File: config.mk
export PLATFORM = sky130hd
export DESIGN_NAME = branch_target_predictor
export DESIGN_NICKNAME = d
export VERILOG_FILES = /design/src/rtl/bpu_pkg.sv /design/src/rtl/bpu_table.sv /design/src/rtl/branch_target_predictor.sv
export SDC_FILE = /design/constraint.sdc
export NUM_CORES = 1
export LEC_CHECK = 0
export BUFFER_PORTS_ARGS = -buffer_cell sky130_fd_sc_hd__buf_4
export CAP_MARGIN = 20
export CORE_ASPECT_RATIO = 1.1
export CORE_UTILIZATION = 35
export DETAILED_ROUTE_END_ITERATION = 8
export PLACE_DENSITY = 0.54
export SKIP_CTS_REPAIR_TIMING = 1
export SLEW_MARGIN = 20
export SYNTH_ARGS = -nofsm -noshare
export SYNTH_HDL_FRONTEND = slang
export SYNTH_SLANG_ARGS = --single-unit
File: constraint.sdc
create_clock -name clk -period 4.25 [get_ports clk]
set_input_delay 0.2125 -clock clk [delete_from_list [all_inputs] [get_ports clk]]
set_output_delay 0.2125 -clock clk [all_outputs]
set_load 0.1 [all_outputs]
File: src/rtl/bpu_pkg.sv
// Shared types and counter helpers for the branch target predictor.
package bpu_pkg;

   typedef enum logic {
      BPU_INIT  = 1'b0,
      BPU_READY = 1'b1
   } bpu_state_e;

   // Weakly-taken value: MSB set, all lower bits clear.
   function automatic int unsigned ctr_weak_taken(input int unsigned ctr_w);
      return 32'd1 << (ctr_w - 32'd1);
   endfunction

   function automatic int unsigned ctr_max(input int unsigned ctr_w);
      return (32'd1 << ctr_w) - 32'd1;
   endfunction

endpackage

File: src/rtl/bpu_table.sv
// Direct-mapped predictor entry storage: two asynchronous read ports, one synchronous write port.
module bpu_table
   import bpu_pkg::*;
#(
   parameter int IDX_W  = 4,
   parameter int TAG_W  = 6,
   parameter int ADDR_W = 10,
   parameter int CTR_W  = 2
) (
   input  logic              clk,
   input  logic [IDX_W-1:0]  rd_idx,
   output logic              rd_valid,
   output logic [TAG_W-1:0]  rd_tag,
   output logic [ADDR_W-1:0] rd_target,
   output logic [CTR_W-1:0]  rd_ctr,
   input  logic [IDX_W-1:0]  up_idx,
   output logic              up_valid,
   output logic [TAG_W-1:0]  up_tag,
   output logic [ADDR_W-1:0] up_target,
   output logic [CTR_W-1:0]  up_ctr,
   input  logic              wr_en,
   input  logic [IDX_W-1:0]  wr_idx,
   input  logic              wr_valid,
   input  logic [TAG_W-1:0]  wr_tag,
   input  logic [ADDR_W-1:0] wr_target,
   input  logic [CTR_W-1:0]  wr_ctr
);

   localparam int ENTRIES = 2 ** IDX_W;

   logic              valid_mem  [ENTRIES];
   logic [TAG_W-1:0]  tag_mem    [ENTRIES];
   logic [ADDR_W-1:0] target_mem [ENTRIES];
   logic [CTR_W-1:0]  ctr_mem    [ENTRIES];

   always_ff @(posedge clk) begin
      if (wr_en) begin
         valid_mem[wr_idx]  <= wr_valid;
         tag_mem[wr_idx]    <= wr_tag;
         target_mem[wr_idx] <= wr_target;
         ctr_mem[wr_idx]    <= wr_ctr;
      end
   end

   always_comb begin
      rd_valid  = valid_mem[rd_idx];
      rd_tag    = tag_mem[rd_idx];
      rd_target = target_mem[rd_idx];
      rd_ctr    = ctr_mem[rd_idx];
      up_valid  = valid_mem[up_idx];
      up_tag    = tag_mem[up_idx];
      up_target = target_mem[up_idx];
      up_ctr    = ctr_mem[up_idx];
   end

endmodule

File: src/rtl/branch_target_predictor.sv
// Tagged branch target predictor with bimodal or gshare indexing, table clear FSM
// and saturating performance counters.
module branch_target_predictor
   import bpu_pkg::*;
#(
   parameter int ADDR_W = 10,
   parameter int IDX_W  = 4,
   parameter int CTR_W  = 2,
   parameter int GSHARE = 0,
   parameter int PERF_W = 16
) (
   input  logic              clk,
   input  logic              rst,
   input  logic [ADDR_W-1:0] lookup_pc,
   output logic              lookup_hit,
   output logic              predict_taken,
   output logic [ADDR_W-1:0] predict_target,
   input  logic              upd_valid,
   input  logic [ADDR_W-1:0] upd_pc,
   input  logic              upd_taken,
   input  logic [ADDR_W-1:0] upd_target,
   input  logic              upd_mispredict,
   output logic              init_busy,
   output logic [PERF_W-1:0] perf_updates,
   output logic [PERF_W-1:0] perf_mispredicts
);

   localparam int TAG_W = ADDR_W - IDX_W;
   localparam logic [CTR_W-1:0] CTR_WEAK = CTR_W'(ctr_weak_taken(CTR_W));
   localparam logic [CTR_W-1:0] CTR_MAX  = CTR_W'(ctr_max(CTR_W));

   bpu_state_e        state;
   bpu_state_e        state_next;
   logic [IDX_W-1:0]  init_idx;
   logic [IDX_W-1:0]  ghr;

   logic [IDX_W-1:0]  lk_idx;
   logic [TAG_W-1:0]  lk_tag;
   logic [IDX_W-1:0]  u_idx;
   logic [TAG_W-1:0]  u_tag;
   logic              upd_accept;
   logic              up_hit;

   logic              rd_valid;
   logic [TAG_W-1:0]  rd_tag;
   logic [ADDR_W-1:0] rd_target;
   logic [CTR_W-1:0]  rd_ctr;
   logic              up_valid;
   logic [TAG_W-1:0]  up_tag;
   logic [ADDR_W-1:0] up_target;
   logic [CTR_W-1:0]  up_ctr;

   logic              wr_en;
   logic [IDX_W-1:0]  wr_idx;
   logic              wr_valid;
   logic [TAG_W-1:0]  wr_tag;
   logic [ADDR_W-1:0] wr_target;
   logic [CTR_W-1:0]  wr_ctr;

   // ghr stays zero in bimodal mode, so the XOR degenerates to the raw index there.
   always_comb begin
      lk_idx     = lookup_pc[IDX_W-1:0] ^ ghr;
      lk_tag     = lookup_pc[ADDR_W-1:IDX_W];
      u_idx      = upd_pc[IDX_W-1:0] ^ ghr;
      u_tag      = upd_pc[ADDR_W-1:IDX_W];
      upd_accept = upd_valid && (state == BPU_READY) && !rst;
      up_hit     = up_valid && (up_tag == u_tag);
   end

   always_comb begin
      state_next = state;
      case (state)
         BPU_INIT: begin
            if (init_idx == {IDX_W{1'b1}}) begin
               state_next = BPU_READY;
            end else begin
               state_next = BPU_INIT;
            end
         end
         BPU_READY: state_next = BPU_READY;
         default:   state_next = BPU_INIT;
      endcase
   end

   always_ff @(posedge clk) begin
      if (rst) begin
         state            <= BPU_INIT;
         init_idx         <= '0;
         ghr              <= '0;
         perf_updates     <= '0;
         perf_mispredicts <= '0;
      end else begin
         state <= state_next;
         if (state == BPU_INIT) begin
            init_idx <= init_idx + IDX_W'(1);
         end
         if (upd_accept) begin
            if (GSHARE != 0) begin
               ghr <= {ghr[IDX_W-2:0], upd_taken};
            end
            if (perf_updates != {PERF_W{1'b1}}) begin
               perf_updates <= perf_updates + PERF_W'(1);
            end
            if (upd_mispredict && (perf_mispredicts != {PERF_W{1'b1}})) begin
               perf_mispredicts <= perf_mispredicts + PERF_W'(1);
            end
         end
      end
   end

   // The clear owns the write port during INIT; afterwards it carries update writes.
   always_comb begin
      wr_en     = 1'b0;
      wr_idx    = init_idx;
      wr_valid  = 1'b0;
      wr_tag    = '0;
      wr_target = '0;
      wr_ctr    = '0;
      if (state == BPU_INIT) begin
         wr_en  = 1'b1;
         wr_idx = init_idx;
      end else if (upd_accept) begin
         wr_idx   = u_idx;
         wr_valid = 1'b1;
         wr_tag   = u_tag;
         if (up_hit) begin
            wr_en = 1'b1;
            if (upd_taken) begin
               wr_target = upd_target;
               wr_ctr    = (up_ctr == CTR_MAX) ? CTR_MAX : up_ctr + CTR_W'(1);
            end else begin
               wr_target = up_target;
               wr_ctr    = (up_ctr == '0) ? up_ctr : up_ctr - CTR_W'(1);
            end
         end else if (upd_taken) begin
            wr_en     = 1'b1;
            wr_target = upd_target;
            wr_ctr    = CTR_WEAK;
         end else begin
            wr_en = 1'b0;
         end
      end else begin
         wr_en = 1'b0;
      end
   end

   always_comb begin
      init_busy      = (state == BPU_INIT);
      lookup_hit     = (state == BPU_READY) && rd_valid && (rd_tag == lk_tag);
      predict_taken  = lookup_hit && rd_ctr[CTR_W-1];
      predict_target = lookup_hit ? rd_target : '0;
   end

   bpu_table #(
      .IDX_W  (IDX_W),
      .TAG_W  (TAG_W),
      .ADDR_W (ADDR_W),
      .CTR_W  (CTR_W)
   ) u_table (
      .clk       (clk),
      .rd_idx    (lk_idx),
      .rd_valid  (rd_valid),
      .rd_tag    (rd_tag),
      .rd_target (rd_target),
      .rd_ctr    (rd_ctr),
      .up_idx    (u_idx),
      .up_valid  (up_valid),
      .up_tag    (up_tag),
      .up_target (up_target),
      .up_ctr    (up_ctr),
      .wr_en     (wr_en),
      .wr_idx    (wr_idx),
      .wr_valid  (wr_valid),
      .wr_tag    (wr_tag),
      .wr_target (wr_target),
      .wr_ctr    (wr_ctr)
   );

endmodule

==> results_dict.tcl, run 1 <==
set metrics [dict create \
    status "completed" \
    setup-violations-final 0 \
    drive_above_1_share 0.360 \
    period_needed_ns 3.69 \
    maxSlewHeadroom 0.247 \
    p_leak_uw 0.00622 \
    post-route-drc-count 0 \
    hold_class "primary input to flop" \
    postRouteAntennaNets 0 \
    avgSynthCellArea_um2 18.2 \
    track_usage 0.184 \
    grt_pass1_vias 9417 \
    totalPowerFinal_uw 7450 \
    syn_nets 929 \
    final_cell_mix "304 x edfxtp_1, 154 x mux4_2, 119 x buf_4" \
    fmax_mhz 271 \
    cts_root_buf "clkbuf_16" \
    syn-cell-area_um2 16200 \
    area_growth_pct 17.7 \
    clkTransAtPathRegs_ns 0.06 \
    syn_inst 891 \
    clock_sinks 341 \
    io_buffers 79 \
    postSynth.asyncResetShare 0 \
    start_util 0.355 \
    p_per_area_nw_per_um2 392 \
    ioPinCount 80 \
    wl_per_cell_um 26.1 \
    synth_seq_cells 341 \
    chipHeight_um 227 \
    yosysWarnings 0 \
    fp-row-count 82 \
    grt_pass1_wl_um 61500 \
    fin_tns_setup_ns 0 \
    synth_enable_flop_cells 304 \
    end_kind "output pin" \
    place.gp.congestion 0.754 \
    drt_iter0_markers 595 \
    clockBufferDepth 3 \
    core_um2 45600 \
    drtPass1Iterations 7 \
    arrival_ns 3.48 \
    rsz0062_at_grt "no" \
    vias 9078 \
    critPathLaunchType "flop" \
    routed_via_density 5.61 \
    cap_violations 0 \
    period_share 0.869 \
    clock_latency_ns 0.54 \
    final_common_cell "edfxtp_1" \
    critical_path_class "flop to output pin" \
    tightest_slew_ns 1.12 \
    synth-main-ff-cell "edfxtp_1" \
    hold_viol_final 0 \
    drv_slew 0 \
    overflow 0 \
    antenna-diode-count 0 \
    antenna_found_initial 0 \
    cts_buffers 38 \
    cts_tree "yes" \
    htree_levels 2 \
    crit_fanout 12 \
    irDropWorstVdd_v 0.000313 \
    num-nets-final 1040 \
    wl_um 42200 \
    grt_max_degree 44 \
    dieArea_um2 47100 \
    fp.dieW_um 207 \
    synth.distinct_cells 58 \
    critPathRequiredTime_ns 4.04 \
    place_hpwl_um 26000 \
    ys_seq_area_frac 0.610 \
    skew_ns 0.0211 \
]
-- through the flow --
| stage | cell area, um2 | util | hold slack, ns | std cells | setup slack (ns) |
|---|---|---|---|---|---|
| after floorplan | 16200 | - | 0.506 | 891 | 0.983 |
| after global placement | 17800 | 0.391 | 0.480 | 1550 | 0.452 |
| after detailed placement | 17800 | 0.391 | 0.509 | 1550 | 0.416 |
| after CTS | 19000 | 0.418 | 0.0689 | 1619 | 0.440 |
| after global routing | 19000 | 0.418 | 0.0936 | 1619 | 0.391 |
| final | 19000 | 0.418 | 0.0890 | 1619 | 0.559 |
-- synthesized netlist by cell type, drive strengths merged (12+ instances only) --
cell	number	area, um2
and2	12	77.6
a21oi	30	154
buf	32	233
edfxtp	304	9130
nor2	39	154
nand2	27	106
nand4	15	100
mux2i	32	320
clkbuf	25	93.8
dfxtp	37	741
o21ai	17	85.1
xor2	26	228
mux4	167	3810
nor2b	15	116
-- path summary, 6_finish.rpt --
kind / from / to / slack (ns) / cells past startpoint
worst min register to register: perf_updates[6] / perf_updates[6] / 0.51 / 2
worst max register to register: u_table.tag_mem[6][2] / u_table.target_mem[5][7] / 0.84 / 7
worst min-delay path: rst / perf_mispredicts[3] / 0.09 / 2
worst max-delay path: u_table.tag_mem[9][4] / predict_taken / 0.56 / 9
-- metal layers --
layer | share of wire | global-route usage
met1 | 0.42 | 0.245
met2 | 0.50 | 0.305
met3 | 0.059 | 0.0364
met4 | 0.021 | 0.0513
met5 | 0 | 0
-- cell families after synthesis --
| kind of cell | after synthesis | share of synthesized area |
|---|---|---|
| XOR/XNOR | 37 | 0.0200 |
| flip-flops | 341 | 0.610 |
| buffers and inverters | 67 | 0.0225 |
| multiplexers | 200 | 0.256 |
| adder cells (fa/ha/maj) | 4 | 0.00302 |
| AO/OA/AOI/OAI | 75 | 0.0282 |
| AND/OR/NAND/NOR | 167 | 0.0598 |
-- final cells by class --
cell class	instances	area, um2
fill	4115	26500
inverter	10	37.5
sequential	341	9870
timing repair buffer	128	1060
multi-input combinational	483	6120
tap	588	736
clock buffer	43	991
clock inverter	26	215
-- registers in the layout (all words and copies together) (netlist names) --
register            count
state                   1
u_table.tag_mem        96
u_table.valid_mem      16
init_idx                4
perf_updates           16
u_table.target_mem    160
u_table.ctr_mem        32
perf_mispredicts       16
-- report_power, final --
group | leakage (uW) | internal [uW] | total, uW | switching, uW
Combinational | 0.00254 | 256 | 551 | 295
Clock | 0.000584 | 1870 | 3190 | 1330
Sequential | 0.00310 | 3680 | 3710 | 29.8
-- worst max-delay path, cell delays in order, from the launching register on --
cell and delay (ns):
edfxtp_1 0.41, mux4_2 0.47, mux4_2 0.50, xnor2_1 0.20, nand3_1 0.12, nor3_2 0.36
nand4_2 0.12, buf_4 0.24, and2b_1 0.23, buf_4 0.28
Power figures use the tool's default switching activity.
==> run 2, diff against run 1 <==
RECOVER_POWER = 50   (was unset)
clock period = 3.8 ns   (was 4.25 ns; I/O delays follow)
==> results_dict.tcl, run 2 (synthesized netlist as in run 1, its figures left out) <==
set metrics [dict create \
    r2r_cells 8 \
    min_path_cells 2 \
    regMostFlops "u_table.target_mem" \
    p_leak_uw 0.00608 \
    vias 9136 \
    design_area_um2 18800 \
    cap_violations 0 \
    cts_buffers 37 \
    regToRegSetupSlack_ns 0.28 \
    drive_above_1_share 0.323 \
    nFillCells 4176 \
    cts_root_buf "clkbuf_16" \
    place.gp.congestion 0.791 \
    fp.dieW_um 207 \
    status "complete, but fails checks" \
    htree_levels 2 \
    clkTransAtPathRegs_ns 0.06 \
    wl_per_cell_um 26.0 \
    period_needed_ns 3.58 \
    end_kind "output pin" \
    io_buffers 79 \
    critical_path_class "flop to output pin" \
    period_share 0.943 \
    setup_ws_ns 0.216 \
    final_common_cell "edfxtp_1" \
    hold_class "primary input to flop" \
    tightest_slew_ns 1.20 \
    clock_latency_ns 0.55 \
    skew_ns 0.0322 \
    largest_reg_flops 160 \
    ioPinCount 80 \
    maxSlewHeadroom 0.204 \
    post-route-drc-count 2 \
    hold_viol_final 0 \
    routed_via_density 5.59 \
    cts_tree "yes" \
    p_per_area_nw_per_um2 433 \
    track_usage 0.187 \
    arrival_ns 3.39 \
    start_util 0.355 \
    largestRegisters "u_table.target_mem x160, u_table.tag_mem x96, u_table.ctr_mem x32" \
    seqCellArea_um2 9870 \
    clock_sinks 341 \
    grt_pass1_vias 9449 \
    fin_tns_setup_ns 0 \
    min_to "perf_updates[0]" \
    chipHeight_um 227 \
    min-delay-start "rst" \
    drv_slew 0 \
    clockBufferDepth 3 \
    grt_max_degree 41 \
    area_growth_pct 16.4 \
    reg2reg_to "u_table.target_mem[7][5]" \
    critPathRequiredTime_ns 3.61 \
    grt_pass1_wl_um 62900 \
    reg2reg_from "state" \
    fmax_mhz 279 \
    antenna_found_initial 1 \
    num-nets-final 1057 \
    multi_input_area_um2 6070 \
    dieArea_um2 47100 \
    core_um2 45600 \
    overflow 0 \
    antenna-diode-count 0 \
    failed_checks "DRC" \
    postRouteAntennaNets 0 \
    final_cell_mix "304 x edfxtp_1, 154 x mux4_2, 83 x buf_4" \
    finish.utilization 0.413 \
    place_area_um2 18000 \
    wl_um 42400 \
    drt_iter0_markers 722 \
    fp-row-count 82 \
    rsz0062_at_grt "no" \
    drtPass1Iterations 7 \
    pre_cts_slack_ns 0.361 \
    place_hpwl_um 26600 \
    critPathLaunchType "flop" \
    setup-violations-final 0 \
    crit_fanout 12 \
    irDropWorstVdd_v 0.000260 \
]
## run 2: critical path, stage by stage, from the launching register on
cell	delay [ns]
edfxtp_1	0.39
mux4_2	0.50
mux4_2	0.52
xnor2_1	0.15
nand3_1	0.15
nor3_4	0.29
nand4_2	0.11
buf_4	0.24
and2b_1	0.22
buf_4	0.28
## run 2: metal layers
layer / GRT usage / vias up / routed length, um
li1: - / 3987 / -
met1: 0.259 / 4847 / 18600
met2: 0.306 / 246 / 21100
met3: 0.0273 / 54 / 1930
met4: 0.0532 / 2 / 820
met5: 0 / - / 9
## run 2: report_power, final
part           total (uW)  leakage [uW]  switching [uW]  internal (uW)
clock                3390      0.000553            1470           1910
combinational         617       0.00243             331            285
sequential           4150       0.00310            33.7           4110
total                8150       0.00608            1840           6310
## run 2: per-stage QoR
step           hold slack (ns)  cells  power [uW]
3_5_place_dp             0.507   1568        4870
4_1_cts                 0.0505   1635        8270
2_1_floorplan            0.492    891        4630
3_3_place_gp             0.481   1568        4870
5_1_grt                 0.0653   1635        8420
6_report                0.0612   1635        8150
## run 2: layout make-up
class,instances,share of cell area
well taps,588,0.0391
clock inverters,21,0.00811
flip-flops and latches,341,0.524
inverters,10,0.00199
repair buffers,146,0.0515
clock buffers,46,0.0521
multi-input cells,483,0.323
## run 2: worst max path at each step
stage                                    end                   start  slack, ns  cells past startpoint
finish                     predict_target[9]  u_table.tag_mem[15][4]       0.22                      9
detailed placement  u_table.target_mem[3][7]               upd_pc[0]       0.36                      9
global route               predict_target[9]  u_table.tag_mem[14][4]       0.02                      9
floorplan              u_table.ctr_mem[0][0]               upd_pc[0]       0.56                     10
global placement               predict_taken            lookup_pc[0]       0.37                     10
CTS                            predict_taken  u_table.tag_mem[14][4]       0.05                      9
==> run 3, diff against run 2 <==
BUFFER_PORTS_ARGS = -buffer_cell sky130_fd_sc_hd__buf_2   (was -buffer_cell sky130_fd_sc_hd__buf_4)
==> results_dict.tcl, run 3 (synthesized netlist as in run 1, its figures left out) <==
set metrics [dict create \
    place_area_um2 17900 \
    setup-violations-final 0 \
    end_kind "output pin" \
    hold_class "primary input to flop" \
    wl_per_cell_um 26.1 \
    critical_path_class "flop to output pin" \
    grt_pass1_vias 9456 \
    fmax_mhz 278 \
    fin_tns_setup_ns 0 \
    chipHeight_um 227 \
    num-nets-final 1056 \
    postRouteAntennaNets 0 \
    cts_root_buf "clkbuf_16" \
    drtPass1Iterations 7 \
    clock_latency_ns 0.54 \
    arrival_ns 3.41 \
    cap_violations 0 \
    drive_above_1_share 0.321 \
    clock_sinks 341 \
    regToRegSetupSlack_ns 0.22 \
    min-delay-start "upd_target[9]" \
    clockBufferDepth 3 \
    reg2reg_to "u_table.tag_mem[0][2]" \
    largestRegisters "u_table.target_mem x160, u_table.tag_mem x96, u_table.ctr_mem x32" \
    fp.dieW_um 207 \
    dieArea_um2 47100 \
    final_cell_mix "304 x edfxtp_1, 154 x mux4_2, 53 x clkbuf_1" \
    routed_via_density 5.61 \
    drv_slew 0 \
    htree_levels 2 \
    core_um2 45600 \
    period_needed_ns 3.60 \
    status "completed" \
    critPathLaunchType "flop" \
    clkTransAtPathRegs_ns 0.06 \
    p_leak_uw 0.00605 \
    startpoint "u_table.tag_mem[15][4]" \
    final_common_cell "edfxtp_1" \
    hold_viol_final 0 \
    crit_fanout 12 \
    p_per_area_nw_per_um2 431 \
    reg2reg_from "u_table.tag_mem[7][3]" \
    grt_max_degree 38 \
    finish.utilization 0.413 \
    regMostFlops "u_table.target_mem" \
    design_area_um2 18800 \
    maxSlewHeadroom 0.203 \
    fp-row-count 82 \
    start_util 0.355 \
    post-route-drc-count 0 \
    vias 9157 \
    period_share 0.947 \
    io_buffers 79 \
    drt_iter0_markers 618 \
    antenna_found_initial 1 \
    rsz0062_at_grt "no" \
    skew_ns 0.0252 \
    nFillCells 4153 \
    track_usage 0.185 \
    largest_reg_flops 160 \
    ioPinCount 80 \
    tightest_slew_ns 1.20 \
    r2r_cells 10 \
    antenna-diode-count 0 \
    grt_pass1_wl_um 62500 \
    critPathRequiredTime_ns 3.61 \
    wl_um 42600 \
    area_growth_pct 16.4 \
    cts_buffers 36 \
    totalPowerFinal_uw 8120 \
    place_hpwl_um 27000 \
    cts_tree "yes" \
    overflow 0 \
    irDropWorstVdd_v 0.000281 \
    place.gp.congestion 0.766 \
    endpoint "predict_taken" \
]
-- run 3: worst min path at each step --
| stage | to | cells past startpoint |
|---|---|---|
| 6_report | u_table.target_mem[9][9] | 3 |
| 5_1_grt | u_table.target_mem[9][9] | 3 |
| 4_1_cts | perf_mispredicts[0] | 5 |
| 3_5_place_dp | perf_updates[10] | 2 |
| 3_3_place_gp | perf_updates[6] | 2 |
| 2_1_floorplan | init_idx[3] | 2 |
-- run 3: per-stage QoR --
step / cells / setup WS (ns) / hold slack, ns
after global routing: 1633 / 0.0359 / 0.169
final: 1633 / 0.201 / 0.135
after floorplan: 891 / 0.555 / 0.492
after detailed placement: 1567 / 0.414 / 0.503
after CTS: 1632 / 0.131 / 0.133
after global placement: 1567 / 0.339 / 0.477
-- run 3: per-layer routing --
layer,GRT usage,up-vias,part of all wire
met1,0.250,4871,0.43
met2,0.304,242,0.49
li1,-,3977,-
met4,0.0593,2,0.027
met3,0.0324,65,0.050
met5,0,-,0.00021
-- run 3: power breakdown --
| group | switching, uW | internal, uW |
|---|---|---|
| sequential | 34.9 | 4110 |
| combinational | 329 | 281 |
| clock | 1460 | 1900 |
-- run 3: layout make-up --
type / instances / area (um2) / area share
Clock inverter: 22 / 155 / 0.00824
Sequential cell: 341 / 9870 / 0.524
Multi-Input combinational cell: 483 / 6010 / 0.320
Tap cell: 588 / 736 / 0.0391
Inverter: 10 / 37.5 / 0.00199
Clock buffer: 43 / 968 / 0.0515
Timing Repair Buffer: 146 / 1040 / 0.0552
-- run 3: critical path, cell delays in order, from the launching register on --
cell and delay, ns:
edfxtp_1 0.39, mux4_2 0.49, mux4_2 0.51, xnor2_1 0.16, nand3_1 0.11, nor3_2 0.38
nand4_2 0.12, buf_4 0.25, and2b_1 0.27, buf_12 0.18
